**src/rtl/regfile_pkg.sv**
```systemverilog
// regfile_pkg: shared defaults and helpers for the register file slice.
//   DATA_W_DEF / ADDR_W_DEF : default register width and address width.
//   popcount_delta          : net change of the busy population in one cycle.
package regfile_pkg;

  localparam int unsigned DATA_W_DEF = 32;
  localparam int unsigned ADDR_W_DEF = 5;

  // +1 when a clear bit becomes set, -1 when a set bit is cleared; both
  // may happen in the same cycle on different registers and cancel out.
  function automatic logic signed [1:0] popcount_delta(input logic set_new,
                                                       input logic clr_old);
    logic signed [1:0] d;
    d = 2'sd0;
    if (set_new) d = d + 2'sd1;
    if (clr_old) d = d - 2'sd1;
    return d;
  endfunction

endpackage

```
**src/rtl/regfile_sb_if.sv**
```systemverilog
// regfile_sb_if: decode/writeback-facing bus of the register file.
//   rd_addr/rd_data/rd_busy : NRD combinational read ports with busy flags.
//   wr_en/wr_addr/wr_data   : synchronous write port.
//   resv_en/resv_addr/flush : scoreboard reservation and clear.
//   busy_cnt                : registered number of busy registers.
//   dbg_addr/dbg_data       : registered debug read port.
// master drives requests (pipeline/bench); slave is the register file.
interface regfile_sb_if
  import regfile_pkg::*;
#(
  parameter int unsigned DATA_W = DATA_W_DEF,
  parameter int unsigned ADDR_W = ADDR_W_DEF,
  parameter int unsigned NRD    = 2
);
  logic [NRD*ADDR_W-1:0] rd_addr;
  logic [NRD*DATA_W-1:0] rd_data;
  logic [NRD-1:0]        rd_busy;
  logic                  wr_en;
  logic [ADDR_W-1:0]     wr_addr;
  logic [DATA_W-1:0]     wr_data;
  logic                  resv_en;
  logic [ADDR_W-1:0]     resv_addr;
  logic                  flush;
  logic [ADDR_W:0]       busy_cnt;
  logic [ADDR_W-1:0]     dbg_addr;
  logic [DATA_W-1:0]     dbg_data;

  modport master (
    output rd_addr, wr_en, wr_addr, wr_data, resv_en, resv_addr, flush, dbg_addr,
    input  rd_data, rd_busy, busy_cnt, dbg_data
  );

  modport slave (
    input  rd_addr, wr_en, wr_addr, wr_data, resv_en, resv_addr, flush, dbg_addr,
    output rd_data, rd_busy, busy_cnt, dbg_data
  );
endinterface

```
**src/rtl/regfile_scoreboard.sv**
```systemverilog
// regfile_scoreboard: per-register pending-write bits and live busy count.
//   clk, reset          : clock, asynchronous active-low reset.
//   resv_en/resv_addr   : mark a destination register pending.
//   wr_en/wr_addr       : writeback completes, clears the pending bit.
//   flush               : clears every pending bit (wins over resv_en).
//   busy                : pending bit per register.
//   busy_cnt            : registered population count of busy.
module regfile_scoreboard
  import regfile_pkg::*;
#(
  parameter  int unsigned ADDR_W   = ADDR_W_DEF,
  parameter  int unsigned ZERO_REG = 1,
  localparam int unsigned NREGS    = 2**ADDR_W
) (
  input  logic              clk,
  input  logic              reset,
  input  logic              resv_en,
  input  logic [ADDR_W-1:0] resv_addr,
  input  logic              wr_en,
  input  logic [ADDR_W-1:0] wr_addr,
  input  logic              flush,
  output logic [NREGS-1:0]  busy,
  output logic [ADDR_W:0]   busy_cnt
);
  localparam int unsigned CNT_W = ADDR_W + 1;

  logic [NREGS-1:0] busy_q, busy_d;
  logic [CNT_W-1:0] busy_cnt_q, busy_cnt_d;
  logic             resv_ok, set_new, clr_old;
  logic signed [1:0] delta;
  logic [CNT_W-1:0] delta_ext;

  always_comb begin
    resv_ok = resv_en && !(ZERO_REG != 0 && resv_addr == '0);
    set_new = resv_ok && !busy_q[resv_addr];
    // A write on the register being re-reserved keeps it busy, so it is
    // not a decrement.
    clr_old = wr_en && busy_q[wr_addr] && !(resv_ok && resv_addr == wr_addr);

    busy_d = busy_q;
    if (wr_en)   busy_d[wr_addr]   = 1'b0;
    if (resv_ok) busy_d[resv_addr] = 1'b1;
    if (flush)   busy_d            = '0;

    delta     = popcount_delta(set_new, clr_old);
    delta_ext = {{(CNT_W-2){delta[1]}}, delta};
    busy_cnt_d = flush ? '0 : busy_cnt_q + delta_ext;
  end

  always_ff @(posedge clk or negedge reset) begin
    if (!reset) begin
      busy_q     <= '0;
      busy_cnt_q <= '0;
    end else begin
      busy_q     <= busy_d;
      busy_cnt_q <= busy_cnt_d;
    end
  end

  assign busy     = busy_q;
  assign busy_cnt = busy_cnt_q;

endmodule

```
**src/rtl/regfile_sb.sv**
```systemverilog
// regfile_sb: general-purpose register file with scoreboard.
//   clk, reset : clock, asynchronous active-low reset.
//   bus        : regfile_sb_if slave; NRD combinational read ports with
//                write bypass and busy flags, one synchronous write port,
//                reservation/flush, busy_cnt and a registered debug read.
module regfile_sb
  import regfile_pkg::*;
#(
  parameter int unsigned DATA_W   = DATA_W_DEF,
  parameter int unsigned ADDR_W   = ADDR_W_DEF,
  parameter int unsigned NRD      = 2,
  parameter int unsigned ZERO_REG = 1,
  parameter int unsigned BYPASS   = 1
) (
  input logic         clk,
  input logic         reset,
  regfile_sb_if.slave bus
);
  localparam int unsigned NREGS = 2**ADDR_W;

  logic [DATA_W-1:0]     regs_q [NREGS];
  logic [DATA_W-1:0]     regs_d [NREGS];
  logic [DATA_W-1:0]     dbg_data_q, dbg_data_d;
  logic                  wr_ok;
  logic [NREGS-1:0]      busy;
  logic [ADDR_W:0]       busy_cnt;
  logic [NRD*DATA_W-1:0] rd_data_c;
  logic [NRD-1:0]        rd_busy_c;

  regfile_scoreboard #(
    .ADDR_W  (ADDR_W),
    .ZERO_REG(ZERO_REG)
  ) u_sb (
    .clk      (clk),
    .reset    (reset),
    .resv_en  (bus.resv_en),
    .resv_addr(bus.resv_addr),
    .wr_en    (bus.wr_en),
    .wr_addr  (bus.wr_addr),
    .flush    (bus.flush),
    .busy     (busy),
    .busy_cnt (busy_cnt)
  );

  always_comb begin
    wr_ok  = bus.wr_en && !(ZERO_REG != 0 && bus.wr_addr == '0);
    regs_d = regs_q;
    if (wr_ok) regs_d[bus.wr_addr] = bus.wr_data;
    // Debug port samples stored contents only, never the bypass path.
    dbg_data_d = (ZERO_REG != 0 && bus.dbg_addr == '0) ? '0 : regs_q[bus.dbg_addr];
  end

  always_comb begin : rd_mux
    logic [ADDR_W-1:0] a;
    logic              hit;
    a         = '0;
    hit       = 1'b0;
    rd_data_c = '0;
    rd_busy_c = '0;
    for (int unsigned i = 0; i < NRD; i++) begin
      a   = bus.rd_addr[i*ADDR_W +: ADDR_W];
      hit = BYPASS != 0 && bus.wr_en && bus.wr_addr == a;
      if (ZERO_REG != 0 && a == '0)
        rd_data_c[i*DATA_W +: DATA_W] = '0;
      else if (hit)
        rd_data_c[i*DATA_W +: DATA_W] = bus.wr_data;
      else
        rd_data_c[i*DATA_W +: DATA_W] = regs_q[a];
      // Register 0 is never marked busy when hardwired, so no extra gating.
      rd_busy_c[i] = busy[a] && !hit;
    end
  end

  always_ff @(posedge clk or negedge reset) begin
    if (!reset) begin
      regs_q     <= '{default: '0};
      dbg_data_q <= '0;
    end else begin
      regs_q     <= regs_d;
      dbg_data_q <= dbg_data_d;
    end
  end

  assign bus.rd_data  = rd_data_c;
  assign bus.rd_busy  = rd_busy_c;
  assign bus.busy_cnt = busy_cnt;
  assign bus.dbg_data = dbg_data_q;

endmodule

```
**src/flat_wrapper.sv**
```systemverilog
// flat-port wrapper written by rule: the top's interface ports become plain ports
module regfile_sb_flat import regfile_pkg::*;
#(
  parameter int unsigned DATA_W   = DATA_W_DEF,
  parameter int unsigned ADDR_W   = ADDR_W_DEF,
  parameter int unsigned NRD      = 2,
  parameter int unsigned ZERO_REG = 1,
  parameter int unsigned BYPASS   = 1
)
  (clk, reset, bus_rd_addr, bus_wr_en, bus_wr_addr, bus_wr_data, bus_resv_en, bus_resv_addr, bus_flush, bus_dbg_addr, bus_rd_data, bus_rd_busy, bus_busy_cnt, bus_dbg_data);
  regfile_sb_if #(.DATA_W(DATA_W), .ADDR_W(ADDR_W), .NRD(NRD)) bus_i ();
  input logic clk;
  input logic reset;
  input wire logic [$bits(bus_i.rd_addr)-1:0] bus_rd_addr;
  input wire logic [$bits(bus_i.wr_en)-1:0] bus_wr_en;
  input wire logic [$bits(bus_i.wr_addr)-1:0] bus_wr_addr;
  input wire logic [$bits(bus_i.wr_data)-1:0] bus_wr_data;
  input wire logic [$bits(bus_i.resv_en)-1:0] bus_resv_en;
  input wire logic [$bits(bus_i.resv_addr)-1:0] bus_resv_addr;
  input wire logic [$bits(bus_i.flush)-1:0] bus_flush;
  input wire logic [$bits(bus_i.dbg_addr)-1:0] bus_dbg_addr;
  output wire logic [$bits(bus_i.rd_data)-1:0] bus_rd_data;
  output wire logic [$bits(bus_i.rd_busy)-1:0] bus_rd_busy;
  output wire logic [$bits(bus_i.busy_cnt)-1:0] bus_busy_cnt;
  output wire logic [$bits(bus_i.dbg_data)-1:0] bus_dbg_data;
  assign bus_i.rd_addr = bus_rd_addr;
  assign bus_i.wr_en = bus_wr_en;
  assign bus_i.wr_addr = bus_wr_addr;
  assign bus_i.wr_data = bus_wr_data;
  assign bus_i.resv_en = bus_resv_en;
  assign bus_i.resv_addr = bus_resv_addr;
  assign bus_i.flush = bus_flush;
  assign bus_i.dbg_addr = bus_dbg_addr;
  assign bus_rd_data = bus_i.rd_data;
  assign bus_rd_busy = bus_i.rd_busy;
  assign bus_busy_cnt = bus_i.busy_cnt;
  assign bus_dbg_data = bus_i.dbg_data;
  regfile_sb #(.DATA_W(DATA_W), .ADDR_W(ADDR_W), .NRD(NRD), .ZERO_REG(ZERO_REG), .BYPASS(BYPASS)) u_core (.clk(clk), .reset(reset), .bus(bus_i));
endmodule
```
**config.mk**
```make
export PLATFORM = sky130hd
export DESIGN_NAME = regfile_sb_flat
export DESIGN_NICKNAME = d
export VERILOG_FILES = /design/src/rtl/regfile_pkg.sv /design/src/rtl/regfile_sb_if.sv /design/src/rtl/regfile_scoreboard.sv /design/src/rtl/regfile_sb.sv /design/src/flat_wrapper.sv
export SDC_FILE = /design/constraint.sdc
export NUM_CORES = 2
export LEC_CHECK = 0
export BUFFER_PORTS_ARGS = -buffer_cell sky130_fd_sc_hd__buf_2
export CAP_MARGIN = 30
export CORE_ASPECT_RATIO = 0.6
export CORE_MARGIN = 3
export CORE_UTILIZATION = 39
export DETAILED_ROUTE_END_ITERATION = 12
export PLACE_DENSITY = 0.6
export SETUP_SLACK_MARGIN = 0.1
export SYNTH_ARGS = -nofsm -noshare
export SYNTH_HDL_FRONTEND = slang
export SYNTH_HIERARCHICAL = 1
export SYNTH_SLANG_ARGS = --single-unit
```
**constraint.sdc**
```tcl
create_clock -name clk -period 8.1 [get_ports clk]
set_clock_uncertainty 0.2 [all_clocks]
set_input_delay 0.81 -clock clk [delete_from_list [all_inputs] [get_ports clk]]
set_output_delay 0.81 -clock clk [all_outputs]
set_load 0.1 [all_outputs]
```
# Yosys cells after proc, flatten, opt, wreduce, memory -nomap -nowiden
# Cells that the tools add are included.
[totals]
output_inout_bits = 104
latch_bits = 0
mem_bits_ro = 0
word_cells = 117
input_bits = 62
ram_bits = 0
memories = 0
regBits = 1094
[classes]
n_addsub = 2
n_lt_le_gt_ge = 11
n_bitwise = 7
n_reduce_logical = 24
n_eq_ne = 3
multipliers = 0
mux = 35
shifts = 0
div_mod_pow = 0
[ops]
columns = ["cell", "count"]
rows = [
  ["$bwmux W1024", 1],
  ["$bmux W32 S5", 3],
  ["$mux W32", 15],
  ["$demux W32 S5", 1],
  ["$and A32 B32 Y32", 1],
  ["$not A32 Y32", 1],
  ["$or A32 B32 Y32", 1],
  ["$logic_not A5 Y1", 5],
  ["$ge A6 B6 Y1 const B", 4],
  ["$lt A5 B6 Y1 const B", 4],
  ["$not A5 Y6", 4],
  ["$bmux W1 S5", 4],
  ["$eq A5 B5 Y1", 3],
  ["$logic_and A1 B1 Y1", 13],
  ["$demux W1 S5", 2],
  ["$ge A5 B1 Y1 const B", 2],
  ["$mux W1", 7],
  ["$add A6 B6 Y6", 1],
  ["$logic_not A1 Y1", 6],
  ["$lt A6 B1 Y1 const B", 1],
  ["$mux W6", 1],
  ["$mux W2", 1],
  ["$sub A2 B2 Y2 const B", 1],
]

# Longest topological paths before layout
[depth]
word_depth = 10
ltp_mapped = 17
ltp_nobuf = 15

# Hierarchy
# Netlist, hierarchy kept.
[by_module_without_submodules]
columns = ["mod", "area_per_inst_um2", "instances", "seq_area_each_um2", "cells_each"]
rows = [
  ["regfile_sb", 63987.6, 1, 26425.3, 4269],
  ["regfile_scoreboard", 2534.9, 1, 950.9, 271],
]

# Worst setup path before layout
# OpenSTA, ideal clock, no wires.
[synth_path]
path_type = "input-to-output"
start = "input bus_rd_addr[1]"
end = "output bus_rd_data[23]"
path_buffers = 4
stages = 9
t_arrival_ns = 3.802
setup_slack_ns = 3.288
path_cell_list = "buf_2 -> and2_1 -> clkbuf_1 -> and2_1 -> clkbuf_1 -> clkbuf_1 -> a221oi_1 -> o211ai_1 -> a31oi_1"
[synth_via]
elab_chain_cells = 6
word_cells_on_any_way = 9
[synth_lines]
columns = ["item", "line", "text"]
rows = [
  ["start, declared", "flat_wrapper.sv:14", "input wire logic [$bits(bus_i.rd_addr)-1:0] bus_rd_addr;"],
  ["$not A5 Y6 (not written as such)", "regfile_sb.sv:68", "rd_data_c[i*DATA_W +: DATA_W] = regs_q[a];"],
  ["$bmux W32 S5", "regfile_sb.sv:68", ""],
  ["$mux W32 (not written as such) (2 in a row)", "regfile_sb.sv:68", ""],
  ["$mux W32", "regfile_sb.sv:65", "else if (hit)"],
  ["$mux W32 (*)", "regfile_sb.sv:63", "if (ZERO_REG != 0 && a == '0)"],
  ["end, declared", "flat_wrapper.sv:22", "output wire logic [$bits(bus_i.rd_data)-1:0] bus_rd_data;"],
]
# Mark *: on every way between the ends. The rest lies on a longest branch, timed or not. The select of a mux whose other input is x is not followed.

# Worst setup path in the final report
[layout_path]
start = "input bus_rd_addr[2]"
end = "output bus_rd_data[1]"
# Same word-level chain as after synthesis.

==> impl_metrics.env <==
export IMPL_coreArea_um2=168000
export IMPL_num_vias=46852
export IMPL_io_buffers=165
export IMPL_syn_area_um2=66500
export IMPL_slew_violations=0
export IMPL_timing_rr_end="u_core/u_sb/busy_cnt[4]"
export IMPL_clockBufferDepth=3
export IMPL_wl_per_cell_um=37.5
export IMPL_worstMarginPinSlew_ps=1130
export IMPL_synth_most_common_cell="dfrtp_1"
export IMPL_p_per_area_nw_per_um2=249
export IMPL_areaGrowthSynthToFinish_pct=10.6
export IMPL_cpMostUsedCell="buf_4"
export IMPL_worstHoldEndpoint="u_core/regs_q[995]"
export IMPL_switchingPower_w=0.00614
export IMPL_postSynthNetCount=4609
export IMPL_grt_use_met3_pct=10.1
export IMPL_postRouteAntennaNets=0
export IMPL_drtIter0Drc=6484
export IMPL_path_cells="buf_4, buf_4, or2_2, nor2_1, a221oi_1, nand3_1, a21oi_1, buf_2"
export IMPL_p_leak_nw=30.7
export IMPL_layout_drive_gt1_share_pct=51.5
export IMPL_cts_tree="built"
export IMPL_reg2reg_depth=14
export IMPL_ys_seq_area_share_pct=41.2
export IMPL_cp_data_arrival_time_ps=4790
export IMPL_yosysTopAreaCell="dfrtp_1"
export IMPL_p_comb_share_pct=27.6
export IMPL_clkSlewWorstSetupHoldPaths_ps=60
export IMPL_detailed_place_hpwl_um=150000
export IMPL_cts_num_sinks=1094
export IMPL_grtUsageMet2_pct=38.9
export IMPL_critPathLaunchType="primary input"
export IMPL_hold_path_startpoint="u_core/regs_q[995]"
export IMPL_synth_area_leaders="dfrtp_1 (41%), mux4_2 (25%), mux2_2 (17%), mux2i_1 (3.6%), clkbuf_1 (1.6%)"
export IMPL_finalNonFillerCells=6745
export IMPL_slew_headroom_pct=23.8
export IMPL_insertion_delay_ps=780
export IMPL_h_tree_depth=3
export IMPL_ys_flop_type="dfrtp_1"
export IMPL_drv_cap=0
export IMPL_setup_slack_ps=2300
export IMPL_hold_path_cell_count=0
export IMPL_dieHeight_um=326
export IMPL_nNetsFinal=4474
export IMPL_setup_tns_ps=0
export IMPL_setup_viol=0
export IMPL_ff2ff_setup_slack_ps=4800
export IMPL_clock_power_share_pct=31.4
export IMPL_synth_avg_cell_area_um2=14.7
export IMPL_period_minus_slack_ps=5800
export IMPL_critPathMaxFanout=30
export IMPL_synth_top_area_share_pct=41.2
export IMPL_cts_root_buf="clkbuf_16"
export IMPL_p_sw_share_pct=33.4
export IMPL_synth_common_cells="dfrtp_1 (1094), mux2_2 (1007), mux4_2 (739), clkbuf_1 (281), mux2i_1 (236)"
export IMPL_critPathSlowestCell="or2_2"
export IMPL_use_met1_pct=40.6
export IMPL_timing_rr_start="u_core/u_sb/busy[15]"
export IMPL_cpPeakStageDelay_ps=750
export IMPL_clock_fmax_mhz=173
export IMPL_setup_worst_path_end_class="output port"
export IMPL_gp_congestion=0.873
export IMPL_grt_pass1_vias=45363
export IMPL_final_hold_violation_count=0
export IMPL_min_period_over_period_pct=71.5
export IMPL_grt_antenna_before_repair=16
export IMPL_viasPerCell=6.95
export IMPL_totalWireLength_um=253000
export IMPL_fill_cells=14963
export IMPL_pre_cts_ws_ps=2460
export IMPL_rsz0062_at_grt="false"
export IMPL_cts_buffers=113
export IMPL_top_usage_layer="met1"
export IMPL_worstHoldPathType="register to register"
export IMPL_irDropWorstVdd_v=0.000228
export IMPL_grt_usage_pct=28.3
export IMPL_async_reset_ff_share_pct=100
export IMPL_die_area_um2=176000
export IMPL_power_internal_w=0.0122
export IMPL_worstSetupPathType="primary input to output port"
export IMPL_rows=116
export IMPL_firstDrtPassIters=6
export IMPL_synth_seq_cells=1094
export IMPL_synth_edf_count=0
export IMPL_ys_types=73
export IMPL_yosys_warnings=6
export IMPL_pwr_share_seq_pct=41.0
export IMPL_grt_max_degree=168
export IMPL_grt_pass1_wl_um=359000
export IMPL_drc_errors=0
export IMPL_initial_core_util_pct=39.6
export IMPL_die_w_um=539
export IMPL_fin_util_pct=43.8
export IMPL_place_inst=6529
export IMPL_critPathRequiredTime_ps=7090
export IMPL_worst_hold_slack_ps=214
export IMPL_syn_inst=4540
export IMPL_grt_ovfl_total=0
export IMPL_num_io_pins=166
export IMPL_status="completed"
==> worst max-delay path, delay by kind of cell <==
family          cells  cell delay [ps]
simple gates        3             1330
buf+inv             3             1550
compound gates      2             1000
==> how the worst max path moves through the flow <==
| stage | endpoint | startpoint | depth (start not counted) | slack, ps |
|---|---|---|---|---|
| after floorplan | bus_rd_data[23] | bus_rd_addr[1] | 9 | 3290 |
| after global placement | bus_rd_data[1] | bus_rd_addr[2] | 8 | 2490 |
| after detailed placement | bus_rd_data[1] | bus_rd_addr[2] | 8 | 2460 |
| after CTS | bus_rd_data[1] | bus_rd_addr[2] | 8 | 2470 |
| after global routing | bus_rd_data[1] | bus_rd_addr[2] | 8 | 2370 |
| final | bus_rd_data[1] | bus_rd_addr[2] | 8 | 2300 |
==> sequential cells by signal, summed over array words and instances (netlist names) <==
signal	flops
u_core/u_sb/busy_cnt	6
u_core/regs_q	1024
u_core/bus.dbg_data	32
u_core/u_sb/busy	32
==> per-layer routing <==
| metal | up-vias | wire length (um) |
|---|---|---|
| li1 | 17830 | - |
| met1 | 25216 | 105000 |
| met2 | 3193 | 105000 |
| met3 | 595 | 32000 |
| met4 | 18 | 11100 |
| met5 | - | 120 |
==> area by class of cell <==
cell class	instances	area [um2]	area share, %
diodes	7	17.5	0.0238
clock buffers	149	3170	4.31
clock inverters	57	821	1.12
inverters	43	161	0.219
multi-input cells	2864	36800	50.0
flip-flops and latches	1094	27400	37.2
well taps	2242	2810	3.81
repair buffers	289	2410	3.28
==> timing repair <==
item,4_1_cts,5_1_grt
hold endpoints to repair,89,0
buffers inserted,0,0
gates resized for setup,0,0
hold buffers,1,0
==> power by group through the flow <==
stage / Sequential (W) / Clock (W) / Combinational, W
final: 0.00752 / 0.00577 / 0.00506
after global routing: 0.00764 / 0.00606 / 0.00527
after CTS: 0.00745 / 0.00584 / 0.00500
after detailed placement: 0.00755 / 0 / 0.00498
after global placement: 0.00748 / 0 / 0.00494
after floorplan: 0.00751 / 0 / 0.00349
==> cells in the final DEF, fill, tap and decap left out, types with 16 or more instances in the layout <==
master,synthesis,routed
dfrtp_1,1094,1094
mux2_2,1007,1007
mux4_2,739,739
mux2i_1,236,236
buf_2,120,153
clkbuf_16,0,114
a21oi_1,113,113
a22oi_1,107,107
nand2_1,117,102
buf_4,25,88
a22o_1,69,69
o22ai_1,46,46
o21ai_0,45,44
inv_1,42,42
o221ai_1,39,39
o21ai_1,36,36
nor2_1,48,25
buf_12,1,24
a2111oi_2,23,23
clkinv_2,0,22
nor2_4,0,22
clkbuf_8,0,19
bufinv_16,0,18
o22a_1,17,17
clkbuf_1,281,16
==> cells by family after synthesis <==
family	after synthesis	synth area share (%)
muxes	1999	46.1
DFF	1094	41.2
AOI/OAI and AO/OA	587	6.48
buffers and inverters	582	4.03
and+or+nand+nor	253	1.84
xor gates and xnor gates	18	0.237
adders and majority gates	7	0.143
==> metrics by stage <==
stage | instance area, um2 | power, W
floorplan | 66500 | 0.0110
global placement | 69000 | 0.0124
detailed placement | 69500 | 0.0125
CTS | 73500 | 0.0183
global route | 73600 | 0.0190
finish | 73600 | 0.0183
(Power assumes the default switching activity.)
